===== config.mk =====
export PLATFORM = sky130hd
export DESIGN_NAME = fp_addsub_pipe
export DESIGN_NICKNAME = d
export VERILOG_FILES = /design/src/rtl/fp_addsub_pipe.sv
export SDC_FILE = /design/constraint.sdc
export NUM_CORES = 1
export LEC_CHECK = 0
export BUFFER_PORTS_ARGS = -buffer_cell sky130_fd_sc_hd__buf_2
export CORE_ASPECT_RATIO = 0.6
export CORE_MARGIN = 2
export CORE_UTILIZATION = 58
export CTS_CLUSTER_DIAMETER = 100
export DETAILED_ROUTE_END_ITERATION = 10
export MAX_ROUTING_LAYER = met4
export PLACE_DENSITY = 0.77
export REMOVE_ABC_BUFFERS = 1
export SLEW_MARGIN = 20
export SYNTH_ARGS = -nofsm -noshare
export SYNTH_HDL_FRONTEND = slang
export SYNTH_SLANG_ARGS = --single-unit

===== constraint.sdc =====
create_clock -name clk -period 7.57 [get_ports clk]
set_clock_uncertainty 0.05 [all_clocks]
set_input_delay 1.1355 -clock clk [delete_from_list [all_inputs] [get_ports clk]]
set_output_delay 1.1355 -clock clk [all_outputs]
set_load 0.02 [all_outputs]

===== src/rtl/fp_addsub_pipe.sv =====
// Three-stage flush-to-zero floating-point add/subtract with round-to-nearest-even.
// Result valid 3 cycles after accept; each stage has its own valid, so a stalled output backs up stage by stage.
module fp_addsub_pipe #(
    parameter int EXP_W = 8,
    parameter int MAN_W = 23
) (
    input  logic                 clk,
    input  logic                 rst,
    input  logic                 in_valid,
    output logic                 in_ready,
    input  logic [EXP_W+MAN_W:0] x1,
    input  logic [EXP_W+MAN_W:0] x2,
    input  logic                 op,
    output logic                 out_valid,
    input  logic                 out_ready,
    output logic [EXP_W+MAN_W:0] x3,
    output logic [2:0]           exc
);
    localparam int W  = 1 + EXP_W + MAN_W;
    localparam int SW = MAN_W + 4;

    // handshake
    logic s1_vld_q, s1_vld_d, s2_vld_q, s2_vld_d, s3_vld_q, s3_vld_d;
    logic s1_load, s2_load, s3_load, s2_ok, s3_ok;

    // stage 1 combinational
    logic             sa, sb, sb_eff, za, zb, nan_a, nan_b, inf_a, inf_b, b_big, big_sign;
    logic [EXP_W-1:0] ea, eb, big_exp, sml_exp, exp_diff;
    logic [MAN_W-1:0] ma, mb;
    logic [W-2:0]     mag_a, mag_b;
    logic [MAN_W:0]   big_sig, sml_sig;
    logic [SW-1:0]    sml_ext, sml_shift, lost_mask, sml_aligned;

    // stage 1 registers
    logic             s1_nan_q, s1_nan_d, s1_inf_q, s1_inf_d, s1_sign_q, s1_sign_d;
    logic             s1_sub_q, s1_sub_d, s1_zsign_q, s1_zsign_d;
    logic [EXP_W-1:0] s1_exp_q, s1_exp_d;
    logic [SW-1:0]    s1_big_q, s1_big_d, s1_sml_q, s1_sml_d;

    // stage 2 combinational
    logic [SW:0]      sum;
    logic [SW-1:0]    norm;
    logic [EXP_W+1:0] exp_n;
    logic             res_zero, res_uf;
    int               lz;

    // stage 2 registers
    logic             s2_nan_q, s2_nan_d, s2_inf_q, s2_inf_d, s2_zero_q, s2_zero_d;
    logic             s2_uf_q, s2_uf_d, s2_sign_q, s2_sign_d;
    logic [EXP_W-1:0] s2_exp_q, s2_exp_d;
    logic [SW-1:0]    s2_norm_q, s2_norm_d;

    // stage 3 combinational and output registers
    logic             rnd_up, ovf;
    logic [MAN_W+1:0] man_r;
    logic [MAN_W-1:0] frac;
    logic [EXP_W:0]   exp_r;
    logic [W-1:0]     x3_q, x3_d;
    logic [2:0]       exc_q, exc_d;

    always_comb begin
        s3_ok    = !s3_vld_q || out_ready;
        s2_ok    = !s2_vld_q || s3_ok;
        in_ready = !s1_vld_q || s2_ok;
        s1_load  = in_valid && in_ready;
        s2_load  = s1_vld_q && s2_ok;
        s3_load  = s2_vld_q && s3_ok;
        s1_vld_d = in_ready ? in_valid : s1_vld_q;
        s2_vld_d = s2_ok ? s1_vld_q : s2_vld_q;
        s3_vld_d = s3_ok ? s2_vld_q : s3_vld_q;
    end

    // S1: classify, order by magnitude, align the smaller operand with guard/round/sticky
    always_comb begin
        sa     = x1[W-1];
        ea     = x1[W-2:MAN_W];
        ma     = x1[MAN_W-1:0];
        sb     = x2[W-1];
        eb     = x2[W-2:MAN_W];
        mb     = x2[MAN_W-1:0];
        sb_eff = sb ^ op;
        za     = (ea == '0);
        zb     = (eb == '0);
        nan_a  = (&ea) && (|ma);
        nan_b  = (&eb) && (|mb);
        inf_a  = (&ea) && !(|ma);
        inf_b  = (&eb) && !(|mb);
        mag_a  = za ? '0 : {ea, ma};
        mag_b  = zb ? '0 : {eb, mb};
        b_big  = (mag_b > mag_a);
        if (b_big) begin
            big_exp  = eb;
            big_sig  = {1'b1, mb};
            big_sign = sb_eff;
            sml_exp  = ea;
            sml_sig  = za ? '0 : {1'b1, ma};
        end else begin
            big_exp  = ea;
            big_sig  = za ? '0 : {1'b1, ma};
            big_sign = sa;
            sml_exp  = eb;
            sml_sig  = zb ? '0 : {1'b1, mb};
        end
        exp_diff  = big_exp - sml_exp;
        sml_ext   = {sml_sig, 3'b000};
        sml_shift = sml_ext >> exp_diff;
        lost_mask = ~({SW{1'b1}} << exp_diff);
        if (32'(exp_diff) >= SW) begin
            sml_aligned = {{(SW-1){1'b0}}, |sml_sig};
        end else begin
            sml_aligned = {sml_shift[SW-1:1], sml_shift[0] | (|(sml_ext & lost_mask))};
        end

        s1_nan_d   = s1_nan_q;
        s1_inf_d   = s1_inf_q;
        s1_sign_d  = s1_sign_q;
        s1_sub_d   = s1_sub_q;
        s1_zsign_d = s1_zsign_q;
        s1_exp_d   = s1_exp_q;
        s1_big_d   = s1_big_q;
        s1_sml_d   = s1_sml_q;
        if (s1_load) begin
            s1_nan_d   = nan_a || nan_b || (inf_a && inf_b && (sa ^ sb_eff));
            s1_inf_d   = inf_a || inf_b;
            s1_sign_d  = inf_a ? sa : (inf_b ? sb_eff : big_sign);
            s1_sub_d   = sa ^ sb_eff;
            s1_zsign_d = za && zb && sa && sb_eff;
            s1_exp_d   = big_exp;
            s1_big_d   = {big_sig, 3'b000};
            s1_sml_d   = sml_aligned;
        end
    end

    // S2: magnitude add/subtract, then normalise so the leading one sits at bit SW-1
    always_comb begin
        if (s1_sub_q) begin
            sum = {1'b0, s1_big_q} - {1'b0, s1_sml_q};
        end else begin
            sum = {1'b0, s1_big_q} + {1'b0, s1_sml_q};
        end
        lz = 0;
        for (int i = 0; i < SW; i++) begin
            if (sum[i]) lz = SW - 1 - i;
        end
        if (sum[SW]) begin
            norm  = {sum[SW:2], sum[1] | sum[0]};
            exp_n = {2'b00, s1_exp_q} + (EXP_W+2)'(1);
        end else begin
            norm  = sum[SW-1:0] << lz;
            exp_n = {2'b00, s1_exp_q} - (EXP_W+2)'(lz);
        end
        res_zero = (sum == '0);
        // exp_n top bit is the sign of the borrowed exponent
        res_uf   = !res_zero && (exp_n[EXP_W+1] || (exp_n == '0));

        s2_nan_d  = s2_nan_q;
        s2_inf_d  = s2_inf_q;
        s2_zero_d = s2_zero_q;
        s2_uf_d   = s2_uf_q;
        s2_sign_d = s2_sign_q;
        s2_exp_d  = s2_exp_q;
        s2_norm_d = s2_norm_q;
        if (s2_load) begin
            s2_nan_d  = s1_nan_q;
            s2_inf_d  = s1_inf_q;
            s2_zero_d = res_zero || res_uf;
            s2_uf_d   = res_uf;
            s2_sign_d = (res_zero && !s1_inf_q) ? s1_zsign_q : s1_sign_q;
            s2_exp_d  = exp_n[EXP_W-1:0];
            s2_norm_d = norm;
        end
    end

    // S3: round to nearest even, detect overflow, pack with special-case priority
    always_comb begin
        rnd_up = s2_norm_q[2] && (s2_norm_q[1] || s2_norm_q[0] || s2_norm_q[3]);
        man_r  = {1'b0, s2_norm_q[SW-1:3]} + {{(MAN_W+1){1'b0}}, rnd_up};
        frac   = man_r[MAN_W+1] ? man_r[MAN_W:1] : man_r[MAN_W-1:0];
        exp_r  = {1'b0, s2_exp_q} + {{EXP_W{1'b0}}, man_r[MAN_W+1]};
        ovf    = (exp_r >= {1'b0, {EXP_W{1'b1}}});

        x3_d  = x3_q;
        exc_d = exc_q;
        if (s3_load) begin
            if (s2_nan_q) begin
                x3_d  = {1'b0, {EXP_W{1'b1}}, 1'b1, {(MAN_W-1){1'b0}}};
                exc_d = 3'b100;
            end else if (s2_inf_q) begin
                x3_d  = {s2_sign_q, {EXP_W{1'b1}}, {MAN_W{1'b0}}};
                exc_d = 3'b000;
            end else if (s2_zero_q) begin
                x3_d  = {s2_sign_q, {(W-1){1'b0}}};
                exc_d = {2'b00, s2_uf_q};
            end else if (ovf) begin
                x3_d  = {s2_sign_q, {EXP_W{1'b1}}, {MAN_W{1'b0}}};
                exc_d = 3'b010;
            end else begin
                x3_d  = {s2_sign_q, exp_r[EXP_W-1:0], frac};
                exc_d = 3'b000;
            end
        end
    end

    always_ff @(posedge clk or posedge rst) begin
        if (rst) begin
            s1_vld_q   <= 1'b0;
            s2_vld_q   <= 1'b0;
            s3_vld_q   <= 1'b0;
            s1_nan_q   <= 1'b0;
            s1_inf_q   <= 1'b0;
            s1_sign_q  <= 1'b0;
            s1_sub_q   <= 1'b0;
            s1_zsign_q <= 1'b0;
            s1_exp_q   <= '0;
            s1_big_q   <= '0;
            s1_sml_q   <= '0;
            s2_nan_q   <= 1'b0;
            s2_inf_q   <= 1'b0;
            s2_zero_q  <= 1'b0;
            s2_uf_q    <= 1'b0;
            s2_sign_q  <= 1'b0;
            s2_exp_q   <= '0;
            s2_norm_q  <= '0;
            x3_q       <= '0;
            exc_q      <= '0;
        end else begin
            s1_vld_q   <= s1_vld_d;
            s2_vld_q   <= s2_vld_d;
            s3_vld_q   <= s3_vld_d;
            s1_nan_q   <= s1_nan_d;
            s1_inf_q   <= s1_inf_d;
            s1_sign_q  <= s1_sign_d;
            s1_sub_q   <= s1_sub_d;
            s1_zsign_q <= s1_zsign_d;
            s1_exp_q   <= s1_exp_d;
            s1_big_q   <= s1_big_d;
            s1_sml_q   <= s1_sml_d;
            s2_nan_q   <= s2_nan_d;
            s2_inf_q   <= s2_inf_d;
            s2_zero_q  <= s2_zero_d;
            s2_uf_q    <= s2_uf_d;
            s2_sign_q  <= s2_sign_d;
            s2_exp_q   <= s2_exp_d;
            s2_norm_q  <= s2_norm_d;
            x3_q       <= x3_d;
            exc_q      <= exc_d;
        end
    end

    assign out_valid = s3_vld_q;
    assign x3        = x3_q;
    assign exc       = exc_q;

endmodule


======== Word level (Yosys, flattened, before mapping) ========
Index checks and enable logic that the tools add are counted.
storage, ports and cells
  register bits after elaboration ......... 142
  output and inout bits ................... 37
  word-level logic and storage cells ...... 133
cells by class
  $add $sub $neg .......................... 7
  $lt $le $gt $ge ......................... 3
  shifts and indexed selects .............. 3
  multiplexer cells ....................... 52
  bitwise logic cells ..................... 6
  reduce and logical (&&, ||, !) cells .... 42
operator list
  cell                                                                 count
  32-bit 2-to-1 mux                                                    27
  31-bit 2-to-1 mux                                                    5
  24-bit 2-to-1 mux                                                    4
  27-bit 2-to-1 mux                                                    2
  23-bit OR reduction                                                  2
  27-bit by 32-bit left shift with 27-bit output                       1
  31-bit > comparator                                                  1
  27-bit by 27-bit adder with 28-bit output                            1
  28-bit zero test                                                     1
  28-bit 2-to-1 mux                                                    1
  27-bit by 27-bit subtractor with 28-bit output                       1
  27-bit AND                                                           1
  27-bit inverter                                                      1
  27-bit OR reduction                                                  1
  27-bit by 8-bit left shift with 27-bit output, first input constant  1
  27-bit by 8-bit right shift with 27-bit output                       1
  24-bit by 1-bit adder with 25-bit output                             1
  24-bit OR reduction                                                  1
  23-bit 2-to-1 mux                                                    1
  8-bit zero test                                                      2
  8-bit 2-to-1 mux                                                     2
  8-bit AND reduction                                                  2
  1-bit logical AND                                                    15
  10-bit zero test                                                     1
  other kinds (15)                                                     37

======== Logic depth before layout (Yosys ltp) ========
  depth after elaboration ................. 35
  depth in mapped cells ................... 32
  depth with buffers taken out ............ 23

======== Worst setup path after synthesis ========
No wires, ideal clock.
  kind .................................... input -> register
  start point ............................. input port x2[29]
  end point ............................... register s1_sml_q[1]
  data arrival time ....................... 7.723 ns
  required time ........................... 7.437 ns
  setup slack ............................. -0.286 ns
  cell stages on the path ................. 30
  path buffers ............................ 12
  cells stage by stage .................... clkbuf_1 nor4_1 nand2_1 clkbuf_1 buf_1 nand2_1 inv_1 ha_1 nand4_1 nor2_1 o21ai_0 a31oi_1 o21ai_1 nand2_1 clkbuf_1 clkbuf_1 buf_1 clkbuf_1 clkbuf_1 clkbuf_1 mux2i_1 ha_1 clkbuf_1 inv_1 clkbuf_1 clkbuf_1 nand4_1 o2bb2a_1 o32a_1 o21ai_0
between the ends
  cells in the longest elaborated chain, start to end .. 7
ends and longest elaborated chain
  what                                                                                                                            RTL line  RTL
  start, declared                                                                                                                 12        input logic [EXP_W+MAN_W:0] x2,
  8-bit zero test                                                                                                                 83        zb = (eb == '0);
  31-bit 2-to-1 mux                                                                                                               89        mag_b = zb ? '0 : {eb, mb};
  31-bit > comparator                                                                                                             90        b_big = (mag_b > mag_a);
  8-bit 2-to-1 mux                                                                                                                91        if (b_big) begin
  8-bit subtractor                                                                                                                104       exp_diff = big_exp - sml_exp;
  27-bit by 8-bit right shift with 27-bit output or 8-bit by 5-bit greater-or-equal comparator with 1-bit output (tied branches)  106, 108
  27-bit 2-to-1 mux (*)                                                                                                           108       if (32'(exp_diff) >= SW) begin
  end signal, assigned                                                                                                            237       s1_sml_q <= s1_sml_d;
  end, declared                                                                                                                   38        logic [SW-1:0] s1_big_q, s1_big_d, s1_sml_q, s1_sml_d;
Mark *: on every way between the ends. The rest lies on a longest branch, timed or not.
A chain may end at the register's enable or synchronous reset.

======== Worst setup path after layout ========
  start point ............................. register s1_sml_q[5]
  end point ............................... register s2_uf_q
between the ends
  cells in the longest elaborated chain, start to end .. 29
ends and longest elaborated chain
  what                                                                                                         RTL line  RTL
  27-bit by 27-bit adder with 28-bit output or 27-bit by 27-bit subtractor with 28-bit output (tied branches)  139, 137
  28-bit 2-to-1 mux (*)                                                                                        136       if (s1_sub_q) begin
  32-bit 2-to-1 mux (22 in series)                                                                             143       if (sum[i]) lz = SW - 1 - i;
  8-bit by 10-bit subtractor with 10-bit output                                                                150       exp_n = {2'b00, s1_exp_q} - (EXP_W+2)'(lz);
  10-bit 2-to-1 mux                                                                                            145       if (sum[SW]) begin
  10-bit zero test                                                                                             154       res_uf = !res_zero && (exp_n[EXP_W+1] || (exp_n == '0));
  1-bit logical OR                                                                                             154
  1-bit logical AND (*)                                                                                        154
  end signal, assigned                                                                                         241       s2_uf_q <= s2_uf_d;
  end, declared                                                                                                49        logic s2_uf_q, s2_uf_d, s2_sign_q, s2_sign_d;
Marked as above.

==> impl_metrics.yaml <==
outcome:
  outcome: "finished, final reports clean"
floorplanning:
  die_y_um: 128.8
  die_x_um: 212.0
  io_pins: 106
  die_area_um2: 27310
  rows: 45
  core_um2: 25390
  start_util: 0.5930
hold_path:
  worstHoldPathCells: 2
  hold_start: "x3[18]$_DFFE_PP0P_"
  hold_path.class: "reg2reg"
  hold-path-endpoint: "x3[18]$_DFFE_PP0P_"
route:
  vias: 16850
  drcViolationCount: 0
  wl_um: 57790
  ant_nets: 0
  vias_per_cell: 6.890
  wl_per_cell_um: 23.64
  first_pass_iters: 7
  drt_iter0_markers: 2965
synth:
  avgSynthCellArea_um2: 7.439
  ys_seq_area_frac: 0.2360
  ys_seq_elements: 142
  synth_area_um2: 15060
  synth_edf_count: 0
  ys_warn_count: 0
  async_reset_ff_frac: 1.000
  ys_types: 92
  yosysTopAreaCell: "dfrtp_1"
  synth_flop_cell: "dfrtp_1"
  synthTopCellsByArea: "dfrtp_1 24%, ha_1 7.6%, nand2_1 6.7%"
  syn_inst: 2024
  yosysTopAreaCellShare: 0.2360
grt:
  groute.usage.overall: 0.4372
  met1_usage: 0.6398
  grt_use_met3: 0.2538
  grt_max_degree: 88
  grt_pass1_vias: 14870
  grt-ovfl-total: 0
  antenna_found_initial: 1
  use_met2: 0.5024
  grt_pass1_wl_um: 87800
  top_usage_layer: "met1"
placement:
  place_ws_ns: 0.5790
  placedCellCount: 2412
  dpl_cell_area_um2: 16000
  portBuffers: 105
  finalWeightedCongestion: 1.080
  dpl.hpwl_um: 46080
worst_setup_path:
  r2r_cells: 23
  r2r_slack_ns: 0.49
  r2r-start: "s1_sml_q[5]$_DFFE_PP0P_"
  end_kind: "flip-flop"
  start_kind: "flip-flop"
  critical_path_class: "reg2reg"
  cp.arrival_ns: 7.40
  worstPathMaxFanout: 15
  crit_required_ns: 7.90
  rr_endpoint: "s2_uf_q$_DFFE_PP0P_"
final_layout:
  design_area_um2: 16580
  final_core_util: 0.6528
  mostFrequentLayoutCell: "nand2_1"
  drive_gt1_frac: 0.1238
  layout_common_cells: "265 x nand2_1, 200 x o21ai_0, 171 x nor2_1, 146 x a21oi_1, 142 x dfrtp_1"
  synthToLayoutAreaGrowth_pct: 10.10
  fill_cells: 2252
  instances_no_fill: 2445
  fin_nets: 2243
timing:
  min_period_ns: 7.078
  holdWs_ns: 0.4271
  slew_headroom: 0.2603
  tns_ns: 0
  rsz0062_at_grt: "no"
  final-hold-violation-count: 0
  finalSetupViolations: 0
  finalCritPeriodShare: 0.9350
  fin_ws_ns: 0.4917
  worst_pin_slew_ns: 1.110
  drv_slew: 0
  fmax_ghz: 0.1413
pwr:
  p_per_area_nw_per_um2: 312.2
  totalPowerFinal_mw: 5.176
  leakage_nw: 7.316
  peakVddDrop_v: 0.0002090
clock_network:
  postCtsHoldBufs: 0
  insertion_delay_ns: 0.46
  cts.sinks: 142
  clkSlewWorstSetupHoldPaths_ns: 0.07
  cts_buffers: 17
  cts_buffer_depth: 2
  htreeDepth: 4
  cts_tree: "yes"
  clock-root-buffer: "clkbuf_16"
job:
  maxCapViolations: 0
[synthesized netlist by cell type (10+ instances only)]
master    instances
nand2_1         267
o21ai_0         200
nor2_1          171
a21oi_1         146
dfrtp_1         142
clkbuf_1        107
inv_1            99
ha_1             92
mux2i_1          75
nand3_1          63
nor3_1           43
xnor2_1          38
nand4_1          36
o22ai_1          33
o211ai_1         30
xor2_1           30
a211oi_1         23
a21o_1           23
nor4_1           23
a31oi_1          21
and2_1           20
nand2b_1         20
nor2b_1          20
mux2_2           18
o221ai_1         15
and3_1           14
o31ai_1          13
or2_2            13
a22oi_1          12
o21a_1           12
o22a_1           11
a221oi_1         10
[how the worst max path moves through the flow]
stage	end	start	slack, ns
2_1_floorplan	s1_sml_q[1]$_DFFE_PP0P_	x1[23]	-0.73
3_3_place_gp	s2_uf_q$_DFFE_PP0P_	s1_sml_q[4]$_DFFE_PP0P_	0.81
3_5_place_dp	s2_uf_q$_DFFE_PP0P_	s1_sml_q[0]$_DFFE_PP0P_	0.58
4_1_cts	s2_uf_q$_DFFE_PP0P_	s1_sml_q[0]$_DFFE_PP0P_	0.54
5_1_grt	s2_uf_q$_DFFE_PP0P_	s1_sml_q[4]$_DFFE_PP0P_	0.18
6_report	s2_uf_q$_DFFE_PP0P_	s1_sml_q[5]$_DFFE_PP0P_	0.49
[what timing repair did]
| item | CTS | global route |
|---|---|---|
| setup endpoints to repair | 0 | 2 |
| buffers inserted | 0 | 1 |
| resized for setup | 0 | 2 |
[cell families (layout without fill, tap and decap cells)]
kind of cell             count (synthesis)  after routing  synth area share
other                                    0              1                 0
adder cells (fa/ha/maj)                 94             94           0.07911
buffers and inverters                  224            292           0.05742
XOR/XNOR                                69             69           0.04064
AND/OR/NAND/NOR                        729            729            0.2265
flip-flops                             142            142            0.2360
multiplexers                            98             98           0.07080
AO/OA/AOI/OAI                          668            668            0.2895
[area by class of cell]
type,count,area [um2],area share
diodes,1,2.502,0.0001510
clock buffers,19,452.9,0.02732
clock inverters,12,110.1,0.006642
inverters,100,380.4,0.02295
multi-input cells,1658,10670,0.6434
flip-flops and latches,142,3553,0.2144
well taps,352,440.4,0.02657
repair buffers,161,970.9,0.05857
[worst max-delay path: stages (launching register included)]
cell and delay [ns]:
dfrtp_1 0.42, inv_1 0.07, ha_1 0.41, nor2b_1 0.20
a2111o_1 0.51, a2111o_1 0.54, a211oi_1 0.37, o21ai_0 0.15
a21o_1 0.27, xnor2_2 0.37, nand2_1 0.40, nor4_4 0.67
and2b_2 0.46, inv_1 0.21, ha_1 0.34, inv_1 0.07
o21ai_0 0.25, and2_1 0.22, nor3_1 0.06, mux2i_1 0.21
o22ai_1 0.12, nor4bb_1 0.29, a21oi_1 0.17, o21ai_0 0.18
[power breakdown]
group          internal (mW)  switching, mW  total, mW
combinational           1.07           2.12       3.18
clock                  0.468          0.350      0.818
sequential             0.963          0.210       1.17
total                   2.50           2.68       5.18
[state kept, by name, summed over array words and instances (netlist names)]
name / cells
x3: 32
s1_sml_q: 27
s2_norm_q: 27
s1_big_q: 24
s1_exp_q: 8
s2_exp_q: 8
exc: 3
out_valid: 1
s1_inf_q: 1
s1_nan_q: 1
s1_sign_q: 1
s1_sub_q: 1
s1_vld_q: 1
s1_zsign_q: 1
s2_inf_q: 1
s2_nan_q: 1
s2_sign_q: 1
s2_uf_q: 1
s2_vld_q: 1
s2_zero_q: 1
[metal layers]
metal,share of wire,up-vias
met5,0,-
met4,0.011,0
met3,0.19,73
met2,0.35,1193
met1,0.45,8027
li1,-,7552
Power figures use the tool's default switching activity.
